===== src/rtl/afu_mmio_csr_pkg.sv =====
// afu_csr_pkg: CSR word addresses, DFH builder, error bit indices and the
// minimal CCI-P MMIO request/response types consumed by the CSR endpoint.
package afu_csr_pkg;
    localparam logic [15:0] CSR_DFH       = 16'h000;
    localparam logic [15:0] CSR_AFU_ID_L  = 16'h002;
    localparam logic [15:0] CSR_AFU_ID_H  = 16'h004;
    localparam logic [15:0] CSR_NEXT_AFU  = 16'h006;
    localparam logic [15:0] CSR_RSVD      = 16'h008;
    localparam logic [15:0] CSR_SCRATCH   = 16'h00A;
    localparam logic [15:0] CSR_CYCLE_CNT = 16'h00C;
    localparam logic [15:0] CSR_CTRL      = 16'h00E;
    localparam logic [15:0] CSR_ERR       = 16'h010;

    localparam logic [3:0] DFH_TYPE_AFU = 4'h1;

    localparam int ERR_UNALIGNED = 0;
    localparam int ERR_BAD_LEN   = 1;
    localparam int ERR_COLLISION = 2;

    typedef enum logic [1:0] {
        LEN_4B  = 2'd0,
        LEN_8B  = 2'd1,
        LEN_64B = 2'd2
    } t_mmio_len;

    typedef struct packed {
        logic [15:0] address;
        logic [1:0]  length;
        logic [8:0]  tid;
    } t_ccip_c0_ReqMmioHdr;

    typedef struct packed {
        t_ccip_c0_ReqMmioHdr hdr;
        logic [63:0]         data;
        logic                mmioRdValid;
        logic                mmioWrValid;
    } t_if_ccip_c0_Rx;

    typedef struct packed {
        t_if_ccip_c0_Rx c0;
    } t_if_ccip_Rx;

    typedef struct packed {
        logic [8:0] tid;
    } t_ccip_c2_RspMmioHdr;

    typedef struct packed {
        t_ccip_c2_RspMmioHdr hdr;
        logic                mmioRdValid;
        logic [63:0]         data;
    } t_if_ccip_c2_Tx;

    // AFU-type feature header, end-of-list set, no next feature.
    function automatic logic [63:0] dfh_build(input logic [3:0] rev);
        return {DFH_TYPE_AFU, 19'h0, 1'b1, 24'h0, rev, 12'h0};
    endfunction
endpackage


===== src/rtl/afu_mmio_csr_if.sv =====
// afu_mmio_csr_if: registered CCI-P Rx MMIO requests in, c2 MMIO read responses out.
interface afu_mmio_csr_if;
    import afu_csr_pkg::*;
    t_if_ccip_Rx    cp2af_sRxPort;
    t_if_ccip_c2_Tx af2cp_sTxC2;
    modport master (output cp2af_sRxPort, input af2cp_sTxC2);
    modport slave (input cp2af_sRxPort, output af2cp_sTxC2);
endinterface


===== src/rtl/afu_mmio_csr.sv =====
// afu_mmio_csr: CCI-P MMIO CSR endpoint with DFH, AFU ID, scratch, cycle counter,
// control and W1C error registers; reads answer with a fixed one-cycle latency.
module afu_mmio_csr
    import afu_csr_pkg::*;
#(
    parameter logic [63:0] AFU_ID_L      = 64'h0,
    parameter logic [63:0] AFU_ID_H      = 64'h0,
    parameter logic [3:0]  AFU_REV       = 4'h1,
    parameter logic [63:0] SCRATCH_RESET = 64'h0
) (
    input  logic          clk,
    input  logic          reset,
    afu_mmio_csr_if.slave ccip,
    output logic [63:0]   csr_scratch
);
    t_if_ccip_c0_Rx c0;
    t_if_ccip_c2_Tx rsp_d, rsp_q;
    logic           rd, wr, odd, is_4b, is_8b, wen;
    logic [15:0]    waddr;
    logic [63:0]    rd_val, wdata, wmask, wbits;
    logic [63:0]    scratch_d, scratch_q, cnt_d, cnt_q;
    logic [2:0]     err_d, err_q, err_set, err_clr;

    always_comb begin
        c0 = ccip.cp2af_sRxPort.c0;
        rd = c0.mmioRdValid;
        wr = c0.mmioWrValid & ~rd;
        odd = c0.hdr.address[0];
        waddr = {c0.hdr.address[15:1], 1'b0};
        is_4b = c0.hdr.length == LEN_4B;
        is_8b = c0.hdr.length == LEN_8B;
        case (waddr)
            CSR_DFH:       rd_val = dfh_build(AFU_REV);
            CSR_AFU_ID_L:  rd_val = AFU_ID_L;
            CSR_AFU_ID_H:  rd_val = AFU_ID_H;
            CSR_SCRATCH:   rd_val = scratch_q;
            CSR_CYCLE_CNT: rd_val = cnt_q;
            CSR_ERR:       rd_val = {61'h0, err_q};
            CSR_NEXT_AFU, CSR_RSVD, CSR_CTRL: rd_val = '0;
            default:       rd_val = '0;
        endcase
        rsp_d = '0;
        rsp_d.mmioRdValid = rd;
        rsp_d.hdr.tid = c0.hdr.tid;
        rsp_d.data = is_8b ? (odd ? '0 : rd_val)
                   : is_4b ? {32'h0, odd ? rd_val[63:32] : rd_val[31:0]} : '0;
        // 4B writes carry their payload in data[31:0] whichever half they target.
        wen = wr & (is_4b | (is_8b & ~odd));
        wmask = is_8b ? '1 : odd ? {32'hFFFF_FFFF, 32'h0} : {32'h0, 32'hFFFF_FFFF};
        wdata = is_8b ? c0.data : {2{c0.data[31:0]}};
        wbits = wdata & wmask;
        scratch_d = (wen && waddr == CSR_SCRATCH) ? (scratch_q & ~wmask) | wbits : scratch_q;
        cnt_d = (wen && waddr == CSR_CTRL && wbits[0]) ? '0 : cnt_q + 64'd1;
        err_clr = (wen && waddr == CSR_ERR) ? wbits[2:0] : '0;
        err_set = '0;
        err_set[ERR_UNALIGNED] = (rd | wr) & is_8b & odd;
        err_set[ERR_BAD_LEN] = (rd | wr) & ~is_4b & ~is_8b;
        err_set[ERR_COLLISION] = rd & c0.mmioWrValid;
        err_d = (err_q & ~err_clr) | err_set;
    end

    always_ff @(posedge clk) begin
        if (reset) begin
            scratch_q <= SCRATCH_RESET;
            cnt_q <= '0;
            err_q <= '0;
            rsp_q <= '0;
        end else begin
            scratch_q <= scratch_d;
            cnt_q <= cnt_d;
            err_q <= err_d;
            rsp_q <= rsp_d;
        end
    end

    // Gating with reset kills a response already registered when reset arrives.
    assign ccip.af2cp_sTxC2 = reset ? '0 : rsp_q;
    assign csr_scratch = scratch_q;
endmodule


===== src/flat_wrapper.sv =====
// flat-port wrapper written by rule: the top's interface ports become plain ports
module afu_mmio_csr_flat import afu_csr_pkg::*;
#(
    parameter logic [63:0] AFU_ID_L      = 64'h0,
    parameter logic [63:0] AFU_ID_H      = 64'h0,
    parameter logic [3:0]  AFU_REV       = 4'h1,
    parameter logic [63:0] SCRATCH_RESET = 64'h0
)
  (clk, reset, csr_scratch, ccip_cp2af_sRxPort, ccip_af2cp_sTxC2);
  afu_mmio_csr_if ccip_i ();
  input  logic clk;
  input  logic reset;
  output logic [63:0] csr_scratch;
  input wire logic [$bits(ccip_i.cp2af_sRxPort)-1:0] ccip_cp2af_sRxPort;
  output wire logic [$bits(ccip_i.af2cp_sTxC2)-1:0] ccip_af2cp_sTxC2;
  assign ccip_i.cp2af_sRxPort = ccip_cp2af_sRxPort;
  assign ccip_af2cp_sTxC2 = ccip_i.af2cp_sTxC2;
  afu_mmio_csr #(.AFU_ID_L(AFU_ID_L), .AFU_ID_H(AFU_ID_H), .AFU_REV(AFU_REV), .SCRATCH_RESET(SCRATCH_RESET)) u_core (.clk(clk), .reset(reset), .ccip(ccip_i), .csr_scratch(csr_scratch));
endmodule

===== config.mk =====
export PLATFORM = sky130hd
export DESIGN_NAME = afu_mmio_csr_flat
export DESIGN_NICKNAME = d
export VERILOG_FILES = /design/src/rtl/afu_mmio_csr_pkg.sv /design/src/rtl/afu_mmio_csr_if.sv /design/src/rtl/afu_mmio_csr.sv /design/src/flat_wrapper.sv
export SDC_FILE = /design/constraint.sdc
export NUM_CORES = 1
export LEC_CHECK = 0
export CAP_MARGIN = 10
export CORE_MARGIN = 4
export CORE_UTILIZATION = 52
export DETAILED_ROUTE_END_ITERATION = 8
export HOLD_SLACK_MARGIN = 0.03
export PLACE_DENSITY = 0.85
export SYNTH_ARGS = -nofsm -noshare
export SYNTH_HDL_FRONTEND = slang
export SYNTH_SLANG_ARGS = --single-unit

===== constraint.sdc =====
create_clock -name clk -period 3.6 [get_ports clk]
set_input_delay 0.9 -clock clk [delete_from_list [all_inputs] [get_ports clk]]
set_output_delay 0.9 -clock clk [all_outputs]
set_load 0.01 [all_outputs]

==> impl_metrics.csv, run 1 <==
group,metric,value,unit
run_status,run_status,"complete, no violations",
setup_path,critical_path.max_fanout,48,
synthesis,post_synth_inst_count,1008,
clock_tree,cts.reportedPaths.clkPinSlew,60,ps
cells_and_area,insertedDiodeCount,0,
floorplanning,die_area,0.01923,mm2
hold_path,worst_hold_path_type,"register to register",
global_routing,grt_pass1_vias,8064,
setup_path,rrSetupSlack,1010,ps
clock_tree,cts_made_buffers,22,
synthesis,synth_mux_area_frac,0.03608,
cells_and_area,drive_gt1_frac,0.07253,
cells_and_area,finish.instance_area,0.01215,mm2
cells_and_area,final_common_cell,"sky130_fd_sc_hd__clkdlybuf4s50_1",
power_and_ir_drop,vdd_drop_max,0.0003168,V
setup_path,worst_path_most_repeated_cell,"sky130_fd_sc_hd__buf_4",
clock_tree,clock_tree.root_cell,"sky130_fd_sc_hd__clkbuf_16",
timing,final_period_demand_of_the_worst_path,3107,ps
timing,finalSetupViolCount,0,
clock_tree,tritoncts,"built",
clock_tree,cts_setup_buffers,0,
power_and_ir_drop,seqPwrFrac,0.488,
synthesis,synth_top_family_by_area,"simple AND/OR/NAND/NOR gates",
global_routing,largest_net_degree_at_the_start_of_global_routing,65,
detailed_routing,finalWirelength,26600,um
floorplanning,effective_utilization_at_floorplan,0.5335,
setup_path,worst_path_cell_chain,"buf_4 > buf_4 > nor2b_1 > clkdlybuf4s50_1",
hold_path,worst_hold_path.num_cells,2,
setup_path,worst_setup_path_start_kind,"input port",
synthesis,postSynth.asyncResetShare,0,
synthesis,most_common_flop_cell_mapped_by_yosys,"sky130_fd_sc_hd__dfxtp_1",
cells_and_area,most-common-layout-cells,"231 x sky130_fd_sc_hd__clkdlybuf4s50_1, 205 x sky130_fd_sc_hd__dfxtp_1, 104 x sky130_fd_sc_hd__nor2_1",
synthesis,postSynthAreaPerCell,8.808,um2
timing,final_hold_viol_count,0,
setup_path,critical_path.reg2reg.startpoint,"u_core.cnt_q[13]",
floorplanning,fp-row-count,47,
detailed_routing,antenna_left,0,
global_routing,initial_antenna_violation_count,0,
detailed_routing,drt_first_pass_iters,5,
synthesis,synth_enable_flop_cells,0,
synthesis,synth.net_count,1104,
clock_tree,clock_insertion_delay_worst_skew,500,ps
cells_and_area,post-route-util,0.7299,
placement,io_buffers,232,
synthesis,synthDistinctLibCells,52,
synthesis,synth_area_leaders,"sky130_fd_sc_hd__dfxtp_1 46%, sky130_fd_sc_hd__nor2b_1 6.1%, sky130_fd_sc_hd__a22oi_1 4.8%",
run,max_cap_violations,0,
floorplanning,core_area,0.01664,mm2
placement,hpwl,18830,um
setup_path,crit_type,"input port to output pin",
detailed_routing,post_drt_via_cell_ratio,5.832,
global_routing,grtUsageTotal,0.2574,
setup_path,required,2700,ps
synthesis,netlist.area_leader.share,0.4622,
power_and_ir_drop,power_leakage,3.940,nW
detailed_routing,route.detailed.drc,0,
setup_path,r2r_cells,5,
timing,totalNegativeSetupSlack,0,ps
power_and_ir_drop,power_switching_share,0.2077,
clock_tree,cts_max_level,1,
placement,routabilityCongestion,0.8485,
global_routing,grt_first_pass_wirelength,41680,um
detailed_routing,detailroute.via_count,8439,
global_routing,residual_overflow_from_global_routing,0,
timing,final.setup_skew,5.635,ps
setup_path,cp_num_buf_inv,3,
setup_path,slowest_stage,"sky130_fd_sc_hd__clkdlybuf4s50_1",
power_and_ir_drop,p_comb_frac,0.056,
setup_path,max_stage_delay,570,ps
timing,fmax,321.9,MHz
synthesis,synth.cell_area,0.008879,mm2
power_and_ir_drop,intPower,3.716,mW
clock_tree,post_cts_resize_count,0,
synthesis,yosys_register_bits,205,
power_and_ir_drop,power.density,386.1,mW/mm2
clock_tree,cts.sinks,205,
timing,slew_hr,0.2282,
power_and_ir_drop,net-switching-power,0.9743,mW
timing,period_utilization_post_route,0.8630,
setup_path,cp_arrival,2210,ps
placement,place_area,0.01147,mm2
detailed_routing,drt_first_iter_violations,612,
synthesis,synth_area_in_compound_gates,0.1770,
cells_and_area,layout_stage_area_growth_over_the_synthesis_result,36.81,%
synthesis,synth_top_cell_by_area,"sky130_fd_sc_hd__dfxtp_1",
setup_path,critical_path_sink_type,"output pin",
synthesis,yosys_warnings,0,
timing,max_slew.worst_pin.slew,1158,ps
synthesis,synth_simple_gate_area_share,0.2555,
clock_tree,cts_hold_repair.buffers,0,
floorplanning,chipHeight,138.7,um
cells_and_area,nets,1312,
floorplanning,num_io_pins,233,
synthesis,synth_seq_area_share,0.4622,
floorplanning,die_w,138.7,um
detailed_routing,drt-wirelength-per-cell,18.38,um
synthesis,synth_fa_ha_area_frac,0.001409,
setup_path,critical_path.reg2reg.endpoint,"u_core.cnt_q[40]",
timing,timing_max_transition_violations_final,0,
timing,unrepaired_setup_endpoints_after_global_routing,"no",
power_and_ir_drop,clkPwrFrac,0.456,
clock_tree,cts_max_path_buffers,3,
synthesis,synth_xor_xnor_area_share,0.02762,
setup_path,cp_top_family,"buffers and inverters",
-- synthesized netlist by cell type (3+ instances only) --
cell	number
sky130_fd_sc_hd__or4_1	15
sky130_fd_sc_hd__nor4_1	4
sky130_fd_sc_hd__and3_1	5
sky130_fd_sc_hd__clkbuf_1	50
sky130_fd_sc_hd__nor4_4	3
sky130_fd_sc_hd__mux2i_1	32
sky130_fd_sc_hd__a211oi_1	33
sky130_fd_sc_hd__or2_2	4
sky130_fd_sc_hd__buf_1	7
sky130_fd_sc_hd__nor2b_1	86
sky130_fd_sc_hd__xnor2_1	17
sky130_fd_sc_hd__and4_1	4
sky130_fd_sc_hd__nand2_1	94
sky130_fd_sc_hd__o21ai_0	21
sky130_fd_sc_hd__o31ai_1	16
sky130_fd_sc_hd__nand4_1	24
sky130_fd_sc_hd__a21oi_1	68
sky130_fd_sc_hd__and2_1	4
sky130_fd_sc_hd__a22oi_1	57
sky130_fd_sc_hd__nand3_1	18
sky130_fd_sc_hd__nor3_1	6
sky130_fd_sc_hd__buf_2	15
sky130_fd_sc_hd__nor2_1	104
sky130_fd_sc_hd__or3_1	21
sky130_fd_sc_hd__and3_2	5
sky130_fd_sc_hd__dfxtp_1	205
sky130_fd_sc_hd__inv_1	12
sky130_fd_sc_hd__xor2_1	11
sky130_fd_sc_hd__a221oi_1	8
sky130_fd_sc_hd__o22ai_1	28
-- worst register-to-register path, delay by kind of cell (launching register included) --
family	cells	cell delay, ps
AND/OR/NAND/NOR	4	1920
flip-flops	1	450
AO/OA/AOI/OAI	1	150
-- routing by layer --
metal / up-vias / share of wire / global-route usage
li1: 4025 / - / -
met1: 3967 / 0.42 / 0.3330
met2: 391 / 0.49 / 0.4453
met3: 56 / 0.067 / 0.04069
met4: 0 / 0.025 / 0.07827
met5: - / 0 / 0
-- area by class of cell --
type | count | area (um2)
clock inverter | 3 | 40.04
sequential | 205 | 4104
timing repair buffer | 258 | 2590
tap | 220 | 275.3
fill | 1226 | 4496
inverter | 12 | 45.04
multi-input combinational | 717 | 4453
clock buffer | 32 | 639.4
-- worst max-delay path by stage --
stage / startpoint / end / slack (ps) / cells after the start
after floorplan: reset / ccip_af2cp_sTxC2[69] / 880 / 4
after global placement: ccip_cp2af_sRxPort[77] / u_core.cnt_q[18] / 410 / 7
after CTS: reset / ccip_af2cp_sTxC2[34] / 480 / 4
after detailed placement: ccip_cp2af_sRxPort[77] / u_core.rsp_q[6] / 370 / 5
final: reset / ccip_af2cp_sTxC2[12] / 490 / 4
after global routing: reset / ccip_af2cp_sTxC2[34] / 420 / 4
-- stage by stage --
stage          std cells  setup WS [ps]  power (mW)  hold slack (ps)
2_1_floorplan       1008          876.1       2.439            429.5
3_3_place_gp        1412          407.8       2.594            459.1
3_5_place_dp        1412          374.2       2.598            462.5
4_1_cts             1447          477.2       4.715            479.6
5_1_grt             1447          417.0       4.812            496.4
6_report            1447          493.3       4.690            478.8
-- logic make-up (layout without fill, tap and decap cells) --
logic type / after synthesis / after routing
and+or+nand+nor: 415 / 415
AOI/OAI and AO/OA: 241 / 241
DFF: 205 / 205
muxes: 32 / 32
xor gates and xnor gates: 28 / 28
adders and majority gates: 1 / 1
buffers and inverters: 86 / 305
-- power by group through the flow --
stage	Clock, mW	Combinational [mW]	Sequential, mW
after CTS	2.16	0.263	2.29
after detailed placement	0	0.262	2.34
final	2.14	0.263	2.29
after global routing	2.24	0.281	2.29
after floorplan	0	0.104	2.33
after global placement	0	0.258	2.34
Power figures use the tool's default switching activity.
==> inputs of run 2 (changes only) <==
- SKIP_LAST_GASP: default -> 1
==> results of run 2 <==
Same layout as run 1: the final DEF is identical, and so are final timing and power.
